[src/rtl/rgb2ycbcr_stream.sv]
// -----------------------------------------------------------------------------
// rgb2ycbcr_stream
//
// Streaming RGB -> YCbCr (BT.601 studio range) converter with an AXI4-Stream
// video style handshake on both sides. The datapath has three stages:
//   S1 (p0): nine coefficient x pixel products
//   S2 (p1): three signed sums including the +128 rounding constant
//   S3 (p2): arithmetic shift by 8, offset, clamp and pack
// All stages advance together on en = !m_axis_video_tvalid || m_axis_video_tready.
//
// Optional build macro: RGB2YCBCR_SKID_EN
//   defined   - a 2-entry skid buffer feeds S1; s_axis_video_tready comes
//               straight from a register (latency 4 clk).
//   undefined - s_axis_video_tready follows en combinationally (latency 3 clk).
//
// Ports
//   clk                  in   rising-edge clock
//   rst                  in   asynchronous active-high reset
//   s_axis_video_tdata   in   24  {R[23:16], B[15:8], G[7:0]}
//   s_axis_video_tvalid  in   1
//   s_axis_video_tready  out  1
//   s_axis_video_tlast   in   1   end of line
//   s_axis_video_tuser   in   1   start of frame
//   m_axis_video_tdata   out  24  {Cr[23:16], Cb[15:8], Y[7:0]}
//   m_axis_video_tvalid  out  1
//   m_axis_video_tready  in   1
//   m_axis_video_tlast   out  1
//   m_axis_video_tuser   out  1
// -----------------------------------------------------------------------------
module rgb2ycbcr_stream (
   input  logic        clk,
   input  logic        rst,
   input  logic [23:0] s_axis_video_tdata,
   input  logic        s_axis_video_tvalid,
   output logic        s_axis_video_tready,
   input  logic        s_axis_video_tlast,
   input  logic        s_axis_video_tuser,
   output logic [23:0] m_axis_video_tdata,
   output logic        m_axis_video_tvalid,
   input  logic        m_axis_video_tready,
   output logic        m_axis_video_tlast,
   output logic        m_axis_video_tuser
);

   localparam int DATA_W = 8;
   localparam int COEF_W = 9;
   // Intermediates are 18 bits so that full-scale inputs (e.g. 129*255 or the
   // white-pixel Y sum of 56228) cannot wrap.
   localparam int PROD_W = 18;

   localparam logic signed [COEF_W-1:0] C_YR  =  9'sd66;
   localparam logic signed [COEF_W-1:0] C_YG  =  9'sd129;
   localparam logic signed [COEF_W-1:0] C_YB  =  9'sd25;
   localparam logic signed [COEF_W-1:0] C_CBR = -9'sd38;
   localparam logic signed [COEF_W-1:0] C_CBG = -9'sd74;
   localparam logic signed [COEF_W-1:0] C_CBB =  9'sd112;
   localparam logic signed [COEF_W-1:0] C_CRR =  9'sd112;
   localparam logic signed [COEF_W-1:0] C_CRG = -9'sd94;
   localparam logic signed [COEF_W-1:0] C_CRB = -9'sd18;

   localparam logic signed [PROD_W-1:0] RND    = 18'sd128;
   localparam logic signed [PROD_W-1:0] OFF_Y  = 18'sd16;
   localparam logic signed [PROD_W-1:0] OFF_C  = 18'sd128;
   localparam logic signed [PROD_W-1:0] MIN_YC = 18'sd16;
   localparam logic signed [PROD_W-1:0] MAX_Y  = 18'sd235;
   localparam logic signed [PROD_W-1:0] MAX_C  = 18'sd240;

   // unsigned pixel times signed coefficient, sign-extended to PROD_W
   function automatic logic signed [PROD_W-1:0] coef_mul(
      input logic [DATA_W-1:0]        pix,
      input logic signed [COEF_W-1:0] coef
   );
      logic signed [PROD_W-1:0] pe;
      logic signed [PROD_W-1:0] ce;
      pe = {{(PROD_W-DATA_W){1'b0}}, pix};
      ce = {{(PROD_W-COEF_W){coef[COEF_W-1]}}, coef};
      return pe * ce;
   endfunction

   // drop the 8 fraction bits (rounding constant already added), offset, clamp
   function automatic logic [DATA_W-1:0] shift_sat(
      input logic signed [PROD_W-1:0] sum,
      input logic signed [PROD_W-1:0] off,
      input logic signed [PROD_W-1:0] lo,
      input logic signed [PROD_W-1:0] hi
   );
      logic signed [PROD_W-1:0] v;
      logic [DATA_W-1:0]        r;
      v = (sum >>> 8) + off;
      if (v < lo)
         r = lo[DATA_W-1:0];
      else if (v > hi)
         r = hi[DATA_W-1:0];
      else
         r = v[DATA_W-1:0];
      return r;
   endfunction

   logic        en;
   logic        feed_vld;
   logic [25:0] feed_beat;   // {tuser, tlast, tdata}

   logic                     vld_p0_q, last_p0_q, user_p0_q;
   logic signed [PROD_W-1:0] prod_p0_q [9];
   logic                     vld_p1_q, last_p1_q, user_p1_q;
   logic signed [PROD_W-1:0] y_p1_q, cb_p1_q, cr_p1_q;
   logic                     vld_p2_q, last_p2_q, user_p2_q;
   logic [23:0]              data_p2_q;

   logic [DATA_W-1:0] pix_r, pix_g, pix_b;

   assign en = !vld_p2_q || m_axis_video_tready;

`ifdef RGB2YCBCR_SKID_EN
   // Two-entry buffer: ent0 is always the head. Because tready is registered,
   // one more beat can arrive in the cycle en drops; the second entry holds it.
   logic [1:0]  cnt_q, cnt_d;
   logic [25:0] ent0_q, ent0_d, ent1_q, ent1_d;
   logic        rdy_q;
   logic        push, pop;
   logic [25:0] in_beat;

   assign in_beat = {s_axis_video_tuser, s_axis_video_tlast, s_axis_video_tdata};
   assign push    = s_axis_video_tvalid && rdy_q;
   assign pop     = en && (cnt_q != 2'd0);

   always_comb begin
      ent0_d = ent0_q;
      ent1_d = ent1_q;
      cnt_d  = cnt_q;
      case ({push, pop})
         2'b10: begin
            if (cnt_q == 2'd0) ent0_d = in_beat;
            else               ent1_d = in_beat;
            cnt_d = cnt_q + 2'd1;
         end
         2'b01: begin
            ent0_d = ent1_q;
            cnt_d  = cnt_q - 2'd1;
         end
         2'b11: begin
            if (cnt_q == 2'd1) begin
               ent0_d = in_beat;
            end else begin
               ent0_d = ent1_q;
               ent1_d = in_beat;
            end
         end
         default: ;
      endcase
   end

   always_ff @(posedge clk or posedge rst) begin
      if (rst) begin
         cnt_q <= 2'd0;
         rdy_q <= 1'b0;
      end else begin
         cnt_q <= cnt_d;
         rdy_q <= (cnt_d != 2'd2);
      end
   end

   always_ff @(posedge clk) begin
      ent0_q <= ent0_d;
      ent1_q <= ent1_d;
   end

   assign s_axis_video_tready = rdy_q;
   assign feed_vld            = (cnt_q != 2'd0);
   assign feed_beat           = ent0_q;
`else
   // rdy_q keeps tready low during reset and for the cycle rst is released
   logic rdy_q;

   always_ff @(posedge clk or posedge rst) begin
      if (rst) rdy_q <= 1'b0;
      else     rdy_q <= 1'b1;
   end

   assign s_axis_video_tready = en && rdy_q;
   assign feed_vld            = s_axis_video_tvalid && rdy_q;
   assign feed_beat           = {s_axis_video_tuser, s_axis_video_tlast, s_axis_video_tdata};
`endif

   assign pix_r = feed_beat[23:16];
   assign pix_b = feed_beat[15:8];
   assign pix_g = feed_beat[7:0];

   // valid/sideband for every stage plus the output word
   always_ff @(posedge clk or posedge rst) begin
      if (rst) begin
         vld_p0_q  <= 1'b0;
         last_p0_q <= 1'b0;
         user_p0_q <= 1'b0;
         vld_p1_q  <= 1'b0;
         last_p1_q <= 1'b0;
         user_p1_q <= 1'b0;
         vld_p2_q  <= 1'b0;
         last_p2_q <= 1'b0;
         user_p2_q <= 1'b0;
         data_p2_q <= 24'd0;
      end else if (en) begin
         // ---- S1 boundary ----
         vld_p0_q  <= feed_vld;
         last_p0_q <= feed_beat[24];
         user_p0_q <= feed_beat[25];
         // ---- S2 boundary ----
         vld_p1_q  <= vld_p0_q;
         last_p1_q <= last_p0_q;
         user_p1_q <= user_p0_q;
         // ---- S3 boundary ----
         vld_p2_q  <= vld_p1_q;
         last_p2_q <= last_p1_q;
         user_p2_q <= user_p1_q;
         data_p2_q <= {shift_sat(cr_p1_q, OFF_C, MIN_YC, MAX_C),
                       shift_sat(cb_p1_q, OFF_C, MIN_YC, MAX_C),
                       shift_sat(y_p1_q,  OFF_Y, MIN_YC, MAX_Y)};
      end
   end

   // arithmetic datapath, no reset
   always_ff @(posedge clk) begin
      if (en) begin
         // ---- S1 boundary ----
         prod_p0_q[0] <= coef_mul(pix_r, C_YR);
         prod_p0_q[1] <= coef_mul(pix_g, C_YG);
         prod_p0_q[2] <= coef_mul(pix_b, C_YB);
         prod_p0_q[3] <= coef_mul(pix_r, C_CBR);
         prod_p0_q[4] <= coef_mul(pix_g, C_CBG);
         prod_p0_q[5] <= coef_mul(pix_b, C_CBB);
         prod_p0_q[6] <= coef_mul(pix_r, C_CRR);
         prod_p0_q[7] <= coef_mul(pix_g, C_CRG);
         prod_p0_q[8] <= coef_mul(pix_b, C_CRB);
         // ---- S2 boundary ----
         y_p1_q  <= prod_p0_q[0] + prod_p0_q[1] + prod_p0_q[2] + RND;
         cb_p1_q <= prod_p0_q[3] + prod_p0_q[4] + prod_p0_q[5] + RND;
         cr_p1_q <= prod_p0_q[6] + prod_p0_q[7] + prod_p0_q[8] + RND;
      end
   end

   assign m_axis_video_tvalid = vld_p2_q;
   assign m_axis_video_tdata  = data_p2_q;
   assign m_axis_video_tlast  = last_p2_q;
   assign m_axis_video_tuser  = user_p2_q;

endmodule

[config.mk]
export PLATFORM = sky130hd
export DESIGN_NAME = rgb2ycbcr_stream
export DESIGN_NICKNAME = d
export VERILOG_FILES = /design/src/rtl/rgb2ycbcr_stream.sv
export SDC_FILE = /design/constraint.sdc
export NUM_CORES = 1
export LEC_CHECK = 0
export BUFFER_PORTS_ARGS = -buffer_cell sky130_fd_sc_hd__buf_2
export CAP_MARGIN = 15
export CORE_ASPECT_RATIO = 0.5
export CORE_MARGIN = 2
export CORE_UTILIZATION = 49
export DETAILED_ROUTE_END_ITERATION = 10
export HOLD_SLACK_MARGIN = 0.12
export PLACE_DENSITY_LB_ADDON = 0.08
export SLEW_MARGIN = 20
export SYNTH_ARGS = -nofsm -noshare
export SYNTH_HDL_FRONTEND = slang
export SYNTH_SLANG_ARGS = --single-unit
export TNS_END_PERCENT = 5
[constraint.sdc]
create_clock -name clk -period 13.6 [get_ports clk]
set_input_delay 0.68 -clock clk [delete_from_list [all_inputs] [get_ports clk]]
set_output_delay 0.68 -clock clk [all_outputs]
set_load 0.02 [all_outputs]
==> impl_metrics.py <==
metrics = {
    "clock_network": {
        "insertion_delay_ps": 440,
        "path_clk_slew_ps": 70,
        "htree_levels": 4,
        "post-cts-setup-buffer-count": 0,
        "cts.sinks": 179,
        "tritoncts": "done",
        "clock-root-buffer": "clkbuf_16",
        "post_cts_resized": 0,
        "numCtsBuffers": 17,
        "hold_buffers": 0,
        "cts_buffer_depth": 2,
    },
    "synthesis": {
        "synthMuxAreaShare_pct": 0,
        "ys_seq_area_share_pct": 36.1,
        "yosys.area.top_type": "edfxtp_1",
        "synth_top_family_by_area": "adder cells",
        "synth-seq-cells": 179,
        "yosysUniqueCellTypes": 63,
        "synthArstFlopShare_pct": 19.0,
        "syn_nets": 1642,
        "synth_adder_area_share_pct": 38.8,
        "synth_top_cells_by_area": "edfxtp_1 30%, ha_1 25%, fa_1 14%",
        "synth-compound-area-share_pct": 8.87,
        "synth_top_area_share_pct": 30.2,
        "yosysWarnings": 0,
        "syn_inst": 1223,
        "synth_edf_count": 145,
        "synth_xor_area_share_pct": 4.92,
        "syn_area_sq_um": 14400,
        "synth_flop_cell": "edfxtp_1",
        "avgSynthCellArea_sq_um": 11.8,
        "synthSimpleGateAreaFrac_pct": 6.52,
    },
    "finish": {
        "n_fill_cell": 2559,
        "final_cell_mix": "291 x ha_1, 176 x inv_1, 145 x edfxtp_1",
        "syn_to_final_growth_pct": 9.85,
        "multiInputGateArea_sq_um": 8540,
        "seq_area_sq_um": 5200,
        "antenna_cells": 0,
        "layout_commonest_cell": "ha_1",
        "layout-drive-gt1-share_pct": 8.40,
        "num-nets-final": 1716,
        "utilization_pct": 54.7,
        "fin_area_sq_um": 15800,
    },
    "sta": {
        "slew_violations": 0,
        "relSlewSlack_pct": 30.9,
        "period_share_pct": 30.9,
        "worst_slew_pin_slew_ps": 1030,
        "rsz0062_at_grt": "false",
        "finClkSkew_ps": 10.6,
        "hold_viol": 0,
        "fin_setup_tns_ps": 0,
        "min_period_ps": 4210,
        "hold_ws_ps": 269,
        "fmax_mhz": 238,
        "finalSetupViolations": 0,
    },
    "routing": {
        "vias": 8870,
        "vias_per_cell": 5.21,
        "dr_wl_met3_um": 1800,
        "drc": 0,
        "met1_length_um": 14900,
        "wl_met2_um": 12400,
        "avgRoutedWirePerCell_um": 17.3,
        "drtPass1Iterations": 4,
        "drt-initial-drc-count": 420,
        "ant_nets": 0,
        "routed.top_layer": "met4",
        "routed_wl_um": 29400,
    },
    "worst_setup_path": {
        "path_class": "in2reg",
        "crit_start": "s_axis_video_tdata[4]",
        "crit_fanout": 10,
        "reg2reg_depth": 10,
        "endpoint": "prod_p0_q[0][87]$_DFFE_PN_",
        "r2r-end": "cr_p1_q[13]$_DFFE_PN_",
        "r2r_slack_ps": 9950,
        "worst_setup_path_end_kind": "flop",
        "arrival_ps": 4390,
        "required_ps": 13790,
        "startpoint_type": "primary input",
        "regToRegStartpoint": "prod_p0_q[0][130]$_DFFE_PN_",
    },
    "power": {
        "p_leak_uw": 0.00754,
        "p_per_area_nw_per_um2": 241,
        "peakVddDrop_v": 0.000141,
        "finalPower_uw": 3830,
    },
    "place": {
        "gp_congestion": 0.860,
        "place_hpwl_um": 24400,
        "port_buffers": 57,
        "place_area_sq_um": 15200,
    },
    "die": {
        "row_count": 44,
        "die_area_sq_um": 30900,
        "core_sq_um": 29000,
        "fp.dieW_um": 247,
        "start_util_pct": 49.8,
        "ios": 58,
        "die_h_um": 125,
    },
    "global_routing": {
        "overflow": 0,
        "track_usage_pct": 20.7,
        "grt_pass1_wl_um": 48500,
        "grt_pass1_vias": 9310,
        "grt_max_degree": 102,
        "antenna_found_initial": 0,
    },
    "outcome": {
        "status": "completed",
    },
    "run": {
        "maxCapViolCount": 0,
    },
    "hold_path": {
        "worstHoldPathType": "in2async",
    },
}
metal layers:
layer	GRT usage [%]	vias to the layer above
li1	-	4408
met5	0	-
met2	30.6	132
met3	6.18	26
met1	29.7	4304
met4	5.24	0
registers in the layout (all words and copies together) (netlist names), 10 cells and up:
signal / count
cb_p1_q: 10
cr_p1_q: 10
m_axis_video_tdata: 24
prod_p0_q: 115
y_p1_q: 10
cell type report:
| cell class | count | share of cell area [%] |
|---|---|---|
| Timing Repair Buffer | 60 | 1.94 |
| Clock buffer | 21 | 3.17 |
| Sequential cell | 179 | 32.9 |
| Tap cell | 391 | 3.09 |
| Multi-Input combinational cell | 862 | 53.9 |
| Clock inverter | 11 | 0.837 |
| Inverter | 177 | 4.22 |
cells in the mapped netlist (5+ instances only):
| library cell | instances |
|---|---|
| o21bai_1 | 11 |
| xor2_1 | 25 |
| nand3_1 | 18 |
| nand2b_1 | 8 |
| nor2b_1 | 8 |
| xnor2_1 | 56 |
| and2_1 | 5 |
| ha_1 | 291 |
| edfxtp_1 | 145 |
| fa_1 | 98 |
| dfrtp_1 | 34 |
| o21ai_0 | 41 |
| nor2_1 | 56 |
| nand2_1 | 70 |
| nor3_1 | 10 |
| inv_1 | 177 |
| a31oi_1 | 12 |
| a21oi_1 | 49 |
| a21o_1 | 18 |
| a22o_1 | 8 |
| o31ai_1 | 5 |
| o21a_1 | 5 |
worst max-delay path: stages:
cell and delay [ps]:
buf_2 210, inv_1 90, ha_1 350, inv_1 80
fa_1 490, fa_1 550, inv_1 50, fa_1 520
inv_1 40, ha_1 260, o41ai_2 450, o21ai_1 150
o41a_1 330, xnor2_1 130
stage by stage:
| stage | cells | setup WS [ps] |
|---|---|---|
| 4_1_cts | 1701 | 9430 |
| 3_3_place_gp | 1669 | 9020 |
| 5_1_grt | 1701 | 9170 |
| 2_1_floorplan | 1223 | 7850 |
| 6_report | 1701 | 9390 |
| 3_5_place_dp | 1669 | 8960 |
where the power goes:
part | switching (uW) | leakage, uW | internal, uW
Sequential | 152 | 0.00190 | 954
Clock | 216 | 0.000318 | 306
Combinational | 1260 | 0.00532 | 943
Total | 1620 | 0.00754 | 2200
worst min-delay path by stage:
stage                                               from                             end  slack (ps)
final                                                rst  m_axis_video_tlast$_DFFE_PP0N_         270
after global routing                                 rst  m_axis_video_tlast$_DFFE_PP0N_         310
after CTS                                            rst  m_axis_video_tlast$_DFFE_PP0N_         270
after detailed placement            vld_p1_q$_DFFE_PP0N_            vld_p1_q$_DFFE_PP0N_         450
after global placement    m_axis_video_tuser$_DFFE_PP0N_  m_axis_video_tuser$_DFFE_PP0N_         440
after floorplan                     vld_p1_q$_DFFE_PP0N_            vld_p1_q$_DFFE_PP0N_         430
cells by family (layout without fill, tap and decap cells):
logic type / Yosys count / after routing
flops: 179 / 179
compound gates: 190 / 190
other cells: 1 / 1
buf+inv: 182 / 269
fa+ha+maj: 389 / 389
simple gates: 201 / 201
xor+xnor: 81 / 81
Power figures use the tool's default switching activity.
